--- src/rtl/vga_sync_receiver.sv ---
// Sink side of the VGA timing path: recovers raster position, checks sync/blank timing, emits locked pixels.
// Optional VGA_RX_ERR_CNT_EN adds a saturating mismatch counter on err_count.
module vga_sync_receiver #(
    parameter int unsigned H_TOTAL      = 800,
    parameter int unsigned V_TOTAL      = 521,
    parameter int unsigned H_ACTIVE     = 640,
    parameter int unsigned V_ACTIVE     = 480,
    parameter int unsigned H_SYNC_START = 656,
    parameter int unsigned H_SYNC_LEN   = 96,
    parameter int unsigned V_SYNC_START = 490,
    parameter int unsigned V_SYNC_LEN   = 2
) (
    input  logic        clk,
    input  logic        rst_n,
    input  logic        pix_en,
    input  logic        hsync,
    input  logic        vsync,
    input  logic        blank,
    input  logic [7:0]  red,
    input  logic [7:0]  green,
    input  logic [7:0]  blue,
    output logic [23:0] pixel_out,
    output logic        pixel_valid,
    output logic [9:0]  x,
    output logic [9:0]  y,
    output logic        frame_start,
    output logic        locked,
    output logic        err_sticky,
    output logic [15:0] err_count
);

    typedef enum logic [1:0] {
        ST_SEARCH = 2'd0,
        ST_ALIGN  = 2'd1,
        ST_LOCKED = 2'd2
    } state_t;

    localparam logic [9:0] H_LAST_C  = 10'(H_TOTAL - 1);
    localparam logic [9:0] V_LAST_C  = 10'(V_TOTAL - 1);
    localparam logic [9:0] H_ACT_C   = 10'(H_ACTIVE);
    localparam logic [9:0] V_ACT_C   = 10'(V_ACTIVE);
    localparam logic [9:0] HS_FALL_C = 10'(H_SYNC_START);
    localparam logic [9:0] HS_RISE_C = 10'(H_SYNC_START + H_SYNC_LEN);
    localparam logic [9:0] VS_FALL_C = 10'(V_SYNC_START);
    localparam logic [9:0] VS_RISE_C = 10'(V_SYNC_START + V_SYNC_LEN);

    state_t     state_r, state_s;
    logic [9:0] px_r, py_r;
    logic       prev_hs_r, prev_vs_r;
    logic [9:0] cur_px_s, cur_py_s, nxt_px_s, nxt_py_s;
    logic       hs_fall_s, hs_rise_s, vs_fall_s, vs_rise_s;
    logic       exp_blank_s, mismatch_s, err_s, accept_s;

    // Edge detection, predicted position of this sample and the timing checks.
    always_comb begin
        hs_fall_s = prev_hs_r & ~hsync;
        hs_rise_s = ~prev_hs_r & hsync;
        vs_fall_s = prev_vs_r & ~vsync;
        vs_rise_s = ~prev_vs_r & vsync;
        // A vsync fall while searching pins this sample to the start of the sync pulse.
        if (state_r == ST_SEARCH && vs_fall_s) begin
            cur_px_s = 10'd0;
            cur_py_s = VS_FALL_C;
        end else begin
            cur_px_s = px_r;
            cur_py_s = py_r;
        end
        if (cur_px_s == H_LAST_C) begin
            nxt_px_s = 10'd0;
            nxt_py_s = (cur_py_s == V_LAST_C) ? 10'd0 : cur_py_s + 10'd1;
        end else begin
            nxt_px_s = cur_px_s + 10'd1;
            nxt_py_s = cur_py_s;
        end
        exp_blank_s = (cur_px_s < H_ACT_C) && (cur_py_s < V_ACT_C);
        mismatch_s  = (hs_fall_s && cur_px_s != HS_FALL_C)
                    | (hs_rise_s && cur_px_s != HS_RISE_C)
                    | (vs_fall_s && (cur_px_s != 10'd0 || cur_py_s != VS_FALL_C))
                    | (vs_rise_s && (cur_px_s != 10'd0 || cur_py_s != VS_RISE_C))
                    | (blank != exp_blank_s);
        err_s    = pix_en && (state_r != ST_SEARCH) && mismatch_s;
        accept_s = pix_en && (state_r == ST_LOCKED) && blank && !mismatch_s;
    end

    // Lock state machine: next-state decision, only on qualified samples.
    always_comb begin
        state_s = state_r;
        if (pix_en) begin
            case (state_r)
                ST_SEARCH: state_s = vs_fall_s ? ST_ALIGN : ST_SEARCH;
                ST_ALIGN: begin
                    if (mismatch_s)     state_s = ST_SEARCH;
                    else if (vs_fall_s) state_s = ST_LOCKED;
                    else                state_s = ST_ALIGN;
                end
                ST_LOCKED: state_s = mismatch_s ? ST_SEARCH : ST_LOCKED;
                default:   state_s = ST_SEARCH;
            endcase
        end else begin
            state_s = state_r;
        end
    end

    // State, lock flag and sticky error registers.
    always_ff @(posedge clk or negedge rst_n) begin
        if (!rst_n) begin
            state_r    <= ST_SEARCH;
            locked     <= 1'b0;
            err_sticky <= 1'b0;
        end else begin
            state_r    <= state_s;
            locked     <= (state_s == ST_LOCKED);
            err_sticky <= err_sticky | err_s;
        end
    end

    // Raster position and previous sync levels advance per qualified sample.
    always_ff @(posedge clk or negedge rst_n) begin
        if (!rst_n) begin
            px_r      <= 10'd0;
            py_r      <= 10'd0;
            prev_hs_r <= 1'b1;
            prev_vs_r <= 1'b1;
        end else if (pix_en) begin
            px_r      <= nxt_px_s;
            py_r      <= nxt_py_s;
            prev_hs_r <= hsync;
            prev_vs_r <= vsync;
        end
    end

    // Pixel output registers and one-cycle strobes.
    always_ff @(posedge clk or negedge rst_n) begin
        if (!rst_n) begin
            pixel_out   <= 24'd0;
            pixel_valid <= 1'b0;
            frame_start <= 1'b0;
            x           <= 10'd0;
            y           <= 10'd0;
        end else begin
            pixel_valid <= accept_s;
            frame_start <= accept_s && (cur_px_s == 10'd0) && (cur_py_s == 10'd0);
            if (accept_s) begin
                pixel_out <= {red, green, blue};
                x         <= cur_px_s;
                y         <= cur_py_s;
            end
        end
    end

`ifdef VGA_RX_ERR_CNT_EN
    logic [15:0] err_count_r;

    // Saturating count of mismatching samples.
    always_ff @(posedge clk or negedge rst_n) begin
        if (!rst_n) begin
            err_count_r <= 16'h0000;
        end else if (err_s && err_count_r != 16'hFFFF) begin
            err_count_r <= err_count_r + 16'd1;
        end
    end

    assign err_count = err_count_r;
`else
    assign err_count = 16'h0000;
`endif

endmodule

--- config.mk ---
export PLATFORM = sky130hd
export DESIGN_NAME = vga_sync_receiver
export DESIGN_NICKNAME = d
export VERILOG_FILES = /design/src/rtl/vga_sync_receiver.sv
export SDC_FILE = /design/constraint.sdc
export NUM_CORES = 1
export LEC_CHECK = 0
export CAP_MARGIN = 25
export CORE_MARGIN = 3
export CORE_UTILIZATION = 44
export CTS_CLUSTER_DIAMETER = 30
export DETAILED_ROUTE_END_ITERATION = 16
export PLACE_DENSITY = 0.76
export REMOVE_ABC_BUFFERS = 1
export SLEW_MARGIN = 10
export SYNTH_ARGS = -nofsm -noshare
export SYNTH_HDL_FRONTEND = slang
export SYNTH_SLANG_ARGS = --single-unit
export TNS_END_PERCENT = 30
--- constraint.sdc ---
create_clock -name clk -period 3.4 [get_ports clk]
set_clock_uncertainty 0.05 [all_clocks]
set_input_delay 0.68 -clock clk [delete_from_list [all_inputs] [get_ports clk]]
set_output_delay 0.68 -clock clk [all_outputs]
set_load 0.02 [all_outputs]
======== After elaboration in Yosys (flattened, before gate mapping) ========
Index checks and enable logic that the tools add are counted.
storage, ports and cells
  bits in registers ....................... 72
operators by class
  mux-type cells .......................... 11
  $add $sub $neg .......................... 2
  $lt $le $gt $ge ......................... 2
  bitwise logic cells ..................... 13
  reduce and logical (&&, ||, !) cells .... 21
  equal/unequal tests ..................... 10
operator list
  cell                   count
  $mux 10                5
  $add 10x1->10 const B  2
  $eq 10x10->1 const B   2
  $logic_not 10->1       2
  $ne 10x10->1 const B   2
  $ne 10x9->1 const B    2
  $logic_and 1x1->1      13
  $lt 10x10->1 const B   1
  $lt 10x9->1 const B    1
  $reduce_bool 10->1     1
  $mux 2                 4
  $pmux 2 s3             1
  $or 1x1->1             5
  $and 1x1->1            4
  $eq 2x2->1 const B     2
  $not 1->1              4
  $eq 2x1->1 const B     1
  $logic_not 2->1        1
  $logic_or 1x1->1       2
  $reduce_bool 2->1      1
  $logic_not 1->1        1
  $mux 1                 1
  $ne 1x1->1             1

======== Logic depth before layout (Yosys ltp) ========
Gate-level depths: netlist of run 1.
  depth after elaboration ................. 14
  depth in mapped cells ................... 14
  mapped depth without buffers ............ 10

======== Worst setup path before layout of run 1 ========
No wires, ideal clock.
  path type ............................... in2reg
  start point ............................. input port vsync
  end point ............................... register pixel_out[0]
  required time ........................... 3225 ps
  cell stages on the path ................. 14
  setup slack ............................. -500 ps
  arrival time ............................ 3725 ps
  cells stage by stage .................... or4b_1 -> clkbuf_1 -> clkbuf_1 -> and2_1 -> inv_1 -> ha_1 -> nor4b_4 -> nand4_1 -> a22oi_1 -> nand4_1 -> or4b_1 -> buf_6 -> buf_8 -> mux2_4
between the ends
  word-level cells in the longest chain between the ends .. 12
  elaborated cells on any way between the ends .. 27
  classes of those cells .................. order compare (2); eq/ne (5); mux (2); bitwise (7); reduce/logical (11)
RTL lines
  what                                                  RTL line  text
  start: declaration                                    17        input logic vsync,
  $not 1->1 (*)                                         58        vs_fall_s = prev_vs_r & ~vsync;
  $and 1x1->1 (*)                                       58
  $logic_and 1x1->1 (*)                                 61        if (state_r == ST_SEARCH && vs_fall_s) begin
  $mux 10 (*)                                           61
  via cur_px_s[1]                                       50        logic [9:0] cur_px_s, cur_py_s, nxt_px_s, nxt_py_s;
  branches (longest 5 deep; another with $lt 10x10->1)  -
  $or 1x1->1 (*)                                        80        | (blank != exp_blank_s);
  $logic_not 1->1 (*)                                   82        accept_s = pix_en && (state_r == ST_LOCKED) && blank && !mismatch_s;
  $logic_and 1x1->1 (*)                                 82
  end signal: assignment                                144       pixel_out <= {red, green, blue};
  end: declaration                                      22        output logic [23:0] pixel_out,
Mark *: on every way through the listed nets, which the timed path passes.
A chain may end at the register's enable or synchronous reset.

======== Final worst setup path of run 1 ========
  start point ............................. register prev_vs_r
  end point ............................... register pixel_out[13]
between the ends
  word-level cells in the longest chain between the ends .. 11
  elaborated cells on any way between the ends .. 27
  classes of those cells .................. order compare (2); eq/ne (5); mux (2); bitwise (7); reduce/logical (11)
RTL lines
  what                                                  RTL line  text
  start: declaration                                    49        logic prev_hs_r, prev_vs_r;
  start signal: assignment                              128       prev_vs_r <= vsync;
  branches (longest 8 deep; another with $lt 10x10->1)  -
  $or 1x1->1 (*)                                        80
  $logic_not 1->1 (*)                                   82
  $logic_and 1x1->1 (*)                                 82
Mark *: on every way between the ends.

==> results of run 1 <==
==> worst paths after layout <==
kind | end | cells past startpoint | slack [ns]
worst max-delay path | pixel_out[13]$_DFFE_PN0N_ | 12 | -0.04
worst min-delay path | pixel_out[9]$_DFFE_PN0N_ | 1 | 0.25
worst max register to register | pixel_out[13]$_DFFE_PN0N_ | 12 | -0.04
worst min register to register | x[4]$_DFFE_PN0N_ | 2 | 0.44
max in group asynchronous | px_r[2]$_DFFE_PN0P_ | 2 | 2.26
min in group clk | x[4]$_DFFE_PN0N_ | 2 | 0.44
==> state kept, by name (all words and copies together), names as in the netlist <==
name	count
locked	1
state_r	2
pixel_out	24
x	10
prev_hs_r	1
err_sticky	1
frame_start	1
prev_vs_r	1
pixel_valid	1
y	10
py_r	10
px_r	10
==> final cells by class <==
class | instances | area [sq um]
fill | 593 | 2720
sequential | 72 | 1800
multi-input combinational | 246 | 1760
timing repair buffer | 123 | 1250
clock buffer | 10 | 138
tap | 102 | 128
clock inverter | 5 | 81.3
inverter | 11 | 43.8
==> worst register-to-register path, delay by kind of cell (launching register included) <==
family / cells / cell delay, ns
muxes: 1 / 0.30
DFF: 1 / 0.53
and+or+nand+nor: 6 / 1.65
adders and majority gates: 1 / 0.13
buffers and inverters: 3 / 0.45
AOI/OAI and AO/OA: 1 / 0.20
==> per-stage QoR <==
step	setup slack (ns)	instance area, sq um	hold WS, ns	total power (uW)
final	-0.0352	5210	0.250	2150
after global routing	-0.142	5210	0.265	2250
after CTS	-0.0485	5160	0.246	2140
after detailed placement	-0.785	4620	0.427	1330
after global placement	-0.713	4620	0.417	1320
after floorplan	-1.52	3510	0.334	1150
==> routing by layer <==
| layer | vias to the layer above | track usage [%] | share of wire, % |
|---|---|---|---|
| met1 | 1538 | 27.9 | 44 |
| met3 | 20 | 5.89 | 8.1 |
| met2 | 171 | 33.5 | 46 |
| met4 | 0 | 5.75 | 1.4 |
| met5 | - | 0 | 0 |
| li1 | 1447 | - | - |
==> placed cells by master (no fill, tap or decap), drive strengths merged, types with 2 or more instances in the layout <==
master	synthesis	routed
nor4	7	7
nand2	32	32
and2	4	4
o31ai	2	2
clkbuf	15	10
nor2b	5	5
and3	9	9
o311ai	2	2
ha	4	4
clkinv	0	2
o21ai	49	49
a21oi	9	9
nand2b	4	4
clkdlybuf4s50	0	75
inv	11	11
dfrtp	70	70
conb	1	16
a21o	6	6
mux2	28	28
o2bb2ai	2	2
nor4b	3	3
mux2i	4	4
nor3	5	5
nand4	7	7
or4b	2	2
a22o	4	4
bufinv	0	2
and4	4	4
dfstp	2	2
nand3	11	11
nor2	13	13
buf	20	48
==> cells by family (layout without fill, tap and decap cells) <==
group	after synthesis	in the layout	synth area share [%]
xor+xnor	1	1	0.237
simple gates	111	111	16.9
mux	32	32	12.0
buf+inv	46	149	7.36
other cells	1	16	0.102
fa+ha+maj	4	4	1.36
flops	72	72	48.9
compound gates	82	82	13.2
==> repair_timing <==
item | CTS | global route
pin swaps | 11 | 11
cloned | 4 | 0
endpoints found under the hold margin | 0 | 0
setup buffers | 16 | 4
setup endpoints to repair | 43 | 49
resized for setup | 33 | 21
hold buffers | 0 | 0
==> power groups by stage <==
| stage | logic, uW | clock network [uW] | registers, uW |
|---|---|---|---|
| 6_report | 430 | 745 | 970 |
| 2_1_floorplan | 170 | 0 | 981 |
| 3_3_place_gp | 342 | 0 | 977 |
| 3_5_place_dp | 351 | 0 | 981 |
| 4_1_cts | 413 | 764 | 966 |
| 5_1_grt | 471 | 801 | 975 |
==> impl_metrics.csv, run 1 <==
group,metric,value,unit
cts,insertion_delay,0.35,ns
critical_path,r2r_start,"prev_vs_r$_DFFE_PN1P_",
synthesis,ys_top_cells_by_count,"dfrtp_1 (70), o21ai_0 (49), nand2_1 (32)",
timing,maxSlewViolCount,0,
floorplan,die-width,97.6,um
power,vdd_drop_max,0.226,mV
cts,numCtsBuffers,9,
floorplan,start_util,46.5,%
placement,portBuffers,77,
flow_run,maxCapViolations,0,
synthesis,syn-cell-area,3690,sq um
timing,tns,-0.501,ns
power,comb_power_share,20.0,%
critical_path,critical_path_buf_inv_count,3,
routing,routed_wl,9930,um
critical_path,critPathKind,"flop to flop",
cts,clk_pin_slew,0.08,ns
status,status,"complete, but fails checks",
synthesis,syn_inst,349,
cells_and_area,n_antenna_cell,0,
critical_path,slowest_stage,"or4b_4",
power,power_density,412,nW/um^2
cells_and_area,syn2layout_area_growth,41.2,%
critical_path,cp_slowest_stage_delay,0.55,ns
synthesis,yosys-top-cells-area,"dfrtp_1 (47%), mux2_4 (9.4%), o21ai_0 (6.6%), buf_4 (3.3%), nand2_1 (3.3%)",
cts,clockBufferDepth,2,
placement,finalWeightedCongestion,0.916,
cts,cts_tree,"built",
timing,min_period,3.44,ns
global_routing,grt_start_max_net_pins,31,
placement,placed_cells,535,
status,failed_checks,"negative setup slack",
min_path,hold_class,"input port to asynchronous set/reset pin",
synthesis,ys_types,49,
global_routing,grt_pass1_wl,16000,um
synthesis,ys.flop_type,"dfrtp_1",
floorplan,rows,32,
synthesis,synth_top_area_share,47.5,%
power,p_leak,0.00246,uW
floorplan,core_area,7930,sq um
cells_and_area,drive_above_1_share,24.2,%
power,p_sw,592,uW
power,p_clk_share,34.7,%
routing,ant_nets,0,
critical_path,required,3.58,ns
synthesis,synth_edf_count,0,
synthesis,yosysTopAreaCell,"dfrtp_1",
synthesis,avgSynthCellArea,10.6,sq um
cells_and_area,finalCoreUtilization,65.7,%
floorplan,num_io_pins,94,
critical_path,crit_arrival,3.62,ns
global_routing,grt-ovfl-total,0,
critical_path,crit_family,"simple AND/OR/NAND/NOR gates",
global_routing,antenna_found_initial,0,
cts,clock-sinks,72,
power,swShare,27.6,%
power,seq_power_share,45.2,%
routing,drt_iter0_markers,272,
critical_path,cp_max_fo,5,
timing,fmax,0.291,GHz
global_routing,grt_use_total,20.9,%
placement,hpwl,6350,um
cts,h-tree-depth,3,
timing,rsz0062_at_grt,"true",
synthesis,yosys_warnings,0,
routing,num_vias,3176,
synthesis,synth-seq-cells,72,
timing,relSlewSlack,52.4,%
cells_and_area,finalNonFillerCells,569,
cells_and_area,num-nets-final,497,
routing,dr.pass1.iters,5,
floorplan,dieArea,9520,sq um
routing,routedWlPerCell,17.4,um
critical_path,path_cells,"or4b_4 > buf_6 > nand2_4 > ha_4 > nor4b_4 > nand4_1 > a22oi_1 > nand4_1 > or4b_4 > buf_6 > buf_16 > mux2_4",
power,intPower,1550,uW
floorplan,die_height,97.6,um
timing,finalSetupViolCount,24,
timing,finalCritPeriodShare,101,%
global_routing,grt_pass1_vias,3024,
routing,vias_per_cell,5.58,
critical_path,end_kind,"flop",
critical_path,critPathLaunch,"prev_vs_r$_DFFE_PN1P_",
timing,finalHoldViolCount,0,
timing,setup_ws,-0.0352,ns
routing,drcViolationCount,0,
synthesis,async_reset_ff_share,100,%
synthesis,synth_most_common_cell,"dfrtp_1",
critical_path,start_kind,"flop",
timing,worstMarginPinSlew,0.713,ns
cts,clockRootBuffer,"clkbuf_8",
synthesis,synth-seq-area-share,48.9,%
(Power assumes the default switching activity.)
==> run 2: changes to the inputs <==
--- a/config.mk
+++ b/config.mk
@@ -5,7 +5,6 @@
 export SDC_FILE = /design/constraint.sdc
 export NUM_CORES = 1
 export LEC_CHECK = 0
-export CAP_MARGIN = 25
 export CORE_MARGIN = 3
 export CORE_UTILIZATION = 44
 export CTS_CLUSTER_DIAMETER = 30
==> results of run 2 <==
No change in the layout: final DEF, timing and power equal those of run 1.
==> run 3: changes to the inputs <==
--- a/config.mk
+++ b/config.mk
@@ -6,10 +6,11 @@
 export NUM_CORES = 1
 export LEC_CHECK = 0
 export CORE_MARGIN = 3
-export CORE_UTILIZATION = 44
+export CORE_UTILIZATION = 46
+export CTS_BUF_LIST = sky130_fd_sc_hd__clkbuf_4
 export CTS_CLUSTER_DIAMETER = 30
 export DETAILED_ROUTE_END_ITERATION = 16
-export PLACE_DENSITY = 0.76
+export PLACE_DENSITY = 0.79
 export REMOVE_ABC_BUFFERS = 1
 export SLEW_MARGIN = 10
 export SYNTH_ARGS = -nofsm -noshare
==> run 3 against run 2 <==
Compared with the run above:
- design area down 4.7%
- utilization down 1.8 points
- die area down 4.1%
- cell count down 2.3%
- global-route usage up 0.38 points
- largest cell class unchanged
- clock power down 20%
- largest power group unchanged
- wire length down 3.3%
- combinational power down 9.8%
- the flow still finishes with violations (negative setup slack)
==> impl_metrics.csv, run 3 (synthesized netlist as in run 1, its figures left out) <==
group,metric,value,unit
global_routing,grt_pass1_wl,15000,um
cells_and_area,fillerInstances,587,
placement,hpwl,6190,um
power,power_density,394,nW/um^2
cells_and_area,largest_reg_flops,24,
placement,finalWeightedCongestion,0.886,
timing,finalCritPeriodShare,101,%
power,p_total,1950,uW
global_routing,grt_start_max_net_pins,73,
cells_and_area,finalCoreUtilization,63.9,%
global_routing,antenna_found_initial,0,
cts,insertion_delay,0.42,ns
critical_path,rrSetupSlack,-0.04,ns
cts,h-tree-depth,3,
cts,clk_pin_slew,0.12,ns
routing,drcViolationCount,0,
critical_path,rr_endpoint,"pixel_out[13]$_DFFE_PN0N_",
floorplan,num_io_pins,94,
cells_and_area,mostFrequentLayoutCells,"clkdlybuf4s50_1 (75), dfrtp_1 (70), o21ai_0 (33)",
timing,rsz0062_at_grt,"true",
cells_and_area,n_antenna_cell,0,
floorplan,rows,32,
cells_and_area,drive_above_1_share,21.1,%
timing,setup_ws,-0.0443,ns
cts,clock-sinks,72,
routing,ant_nets,0,
cts,numCtsBuffers,9,
routing,vias_per_cell,5.58,
timing,fmax,0.290,GHz
timing,maxSlewViolCount,0,
flow_run,maxCapViolations,0,
cts,clockRootBuffer,"clkbuf_4",
power,p_leak,0.00233,uW
timing,min_period,3.44,ns
critical_path,end_kind,"flop",
timing,worstMarginPinSlew,0.886,ns
global_routing,grt_pass1_vias,3029,
timing,holdWs,0.396,ns
cts,clockBufferDepth,2,
critical_path,crit_arrival,3.71,ns
cells_and_area,syn2layout_area_growth,34.6,%
critical_path,start_kind,"flop",
placement,portBuffers,77,
routing,routed_wl,9600,um
status,failed_checks,"negative setup slack",
critical_path,cp_max_fo,5,
cells_and_area,num-nets-final,484,
cts,cts_tree,"built",
critical_path,critPathKind,"flop to flop",
routing,dr.pass1.iters,5,
cts,ctsHoldBuffers,0,
timing,relSlewSlack,40.9,%
cells_and_area,top_register,"pixel_out",
floorplan,dieArea,9130,sq um
floorplan,start_util,47.5,%
global_routing,grt-ovfl-total,0,
critical_path,rr_worst_depth,12,
routing,routedWlPerCell,17.3,um
floorplan,die-width,95.5,um
critical_path,r2r_start,"prev_vs_r$_DFFE_PN1P_",
min_path,hold_class,"input port to asynchronous set/reset pin",
routing,num_vias,3103,
status,status,"complete, but fails checks",
timing,finalHoldViolCount,0,
routing,drt_iter0_markers,142,
global_routing,grt_use_total,21.3,%
floorplan,core_area,7770,sq um
power,vdd_drop_max,0.161,mV
cells_and_area,final_common_cell,"clkdlybuf4s50_1",
critical_path,required,3.67,ns
timing,finalSetupViolCount,22,
floorplan,die_height,95.5,um
==> run 3: cell count changes in the layout (fill, tap and decap cells not counted), sizes merged <==
cell           before  now
buf                48   34
clkbuf             10    9
clkdlybuf4s15       0    1
clkinvlp            1    2
==> run 3: cell type report <==
| class | instances | area (sq um) | share of cell area (%) |
|---|---|---|---|
| inverter | 11 | 43.8 | 0.882 |
| sequential | 72 | 1800 | 36.3 |
| tap | 102 | 128 | 2.57 |
| clock buffer | 9 | 67.6 | 1.36 |
| clock inverter | 6 | 85.1 | 1.71 |
| timing repair buffer | 110 | 1080 | 21.8 |
| multi-input combinational | 246 | 1750 | 35.3 |
==> run 3: critical path, stage by stage (launching register included) <==
cell     delay, ns
dfstp_2       0.54
or4b_4        0.48
buf_6         0.14
nand2_4       0.07
ha_4          0.13
nor4b_4       0.26
nand4_1       0.15
a22oi_2       0.22
nand4_1       0.15
or4b_4        0.54
buf_6         0.16
buf_16        0.14
mux2_4        0.30
==> run 3: what timing repair did <==
| action | in CTS | in global routing |
|---|---|---|
| buffers inserted | 8 | 0 |
| pin swaps | 8 | 6 |
| gates resized for setup | 24 | 20 |
| gates cloned | 3 | 0 |
| setup endpoints to repair | 43 | 49 |
==> run 3: power by group <==
part           leakage [uW]  internal, uW  switching [uW]  total (uW)
Clock             0.0000778           291             306         598
Combinational       0.00130           188             200         388
Sequential         0.000950           904            64.1         968
==> run 3: worst max-delay path by stage <==
stage	from	end	slack (ns)
finish	prev_vs_r$_DFFE_PN1P_	pixel_out[13]$_DFFE_PN0N_	-0.04
global route	prev_vs_r$_DFFE_PN1P_	pixel_out[13]$_DFFE_PN0N_	-0.15
CTS	prev_vs_r$_DFFE_PN1P_	x[2]$_DFFE_PN0N_	-0.05
detailed placement	vsync	pixel_out[17]$_DFFE_PN0N_	-0.89
global placement	vsync	pixel_out[1]$_DFFE_PN0N_	-0.74
floorplan	vsync	pixel_out[0]$_DFFE_PN0N_	-1.52
==> run 3: metrics by stage <==
step / setup WS [ns] / setup TNS [ns] / cell area [sq um] / cells
floorplan: -1.52 / -62.87 / 3510 / 329
global placement: -0.736 / -29.04 / 4610 / 533
detailed placement: -0.885 / -36.20 / 4610 / 533
CTS: -0.0471 / -1.00 / 4970 / 559
global route: -0.149 / -2.95 / 4960 / 556
finish: -0.0443 / -0.608 / 4960 / 556
==> run 3: metal layers <==
| layer | vias to the layer above | wire length, um | global-route usage (%) |
|---|---|---|---|
| met3 | 19 | 924 | 6.31 |
| met1 | 1526 | 3990 | 26.3 |
| met5 | - | 0 | 0 |
| li1 | 1422 | - | - |
| met4 | 0 | 205 | 8.77 |
| met2 | 136 | 4480 | 34.8 |
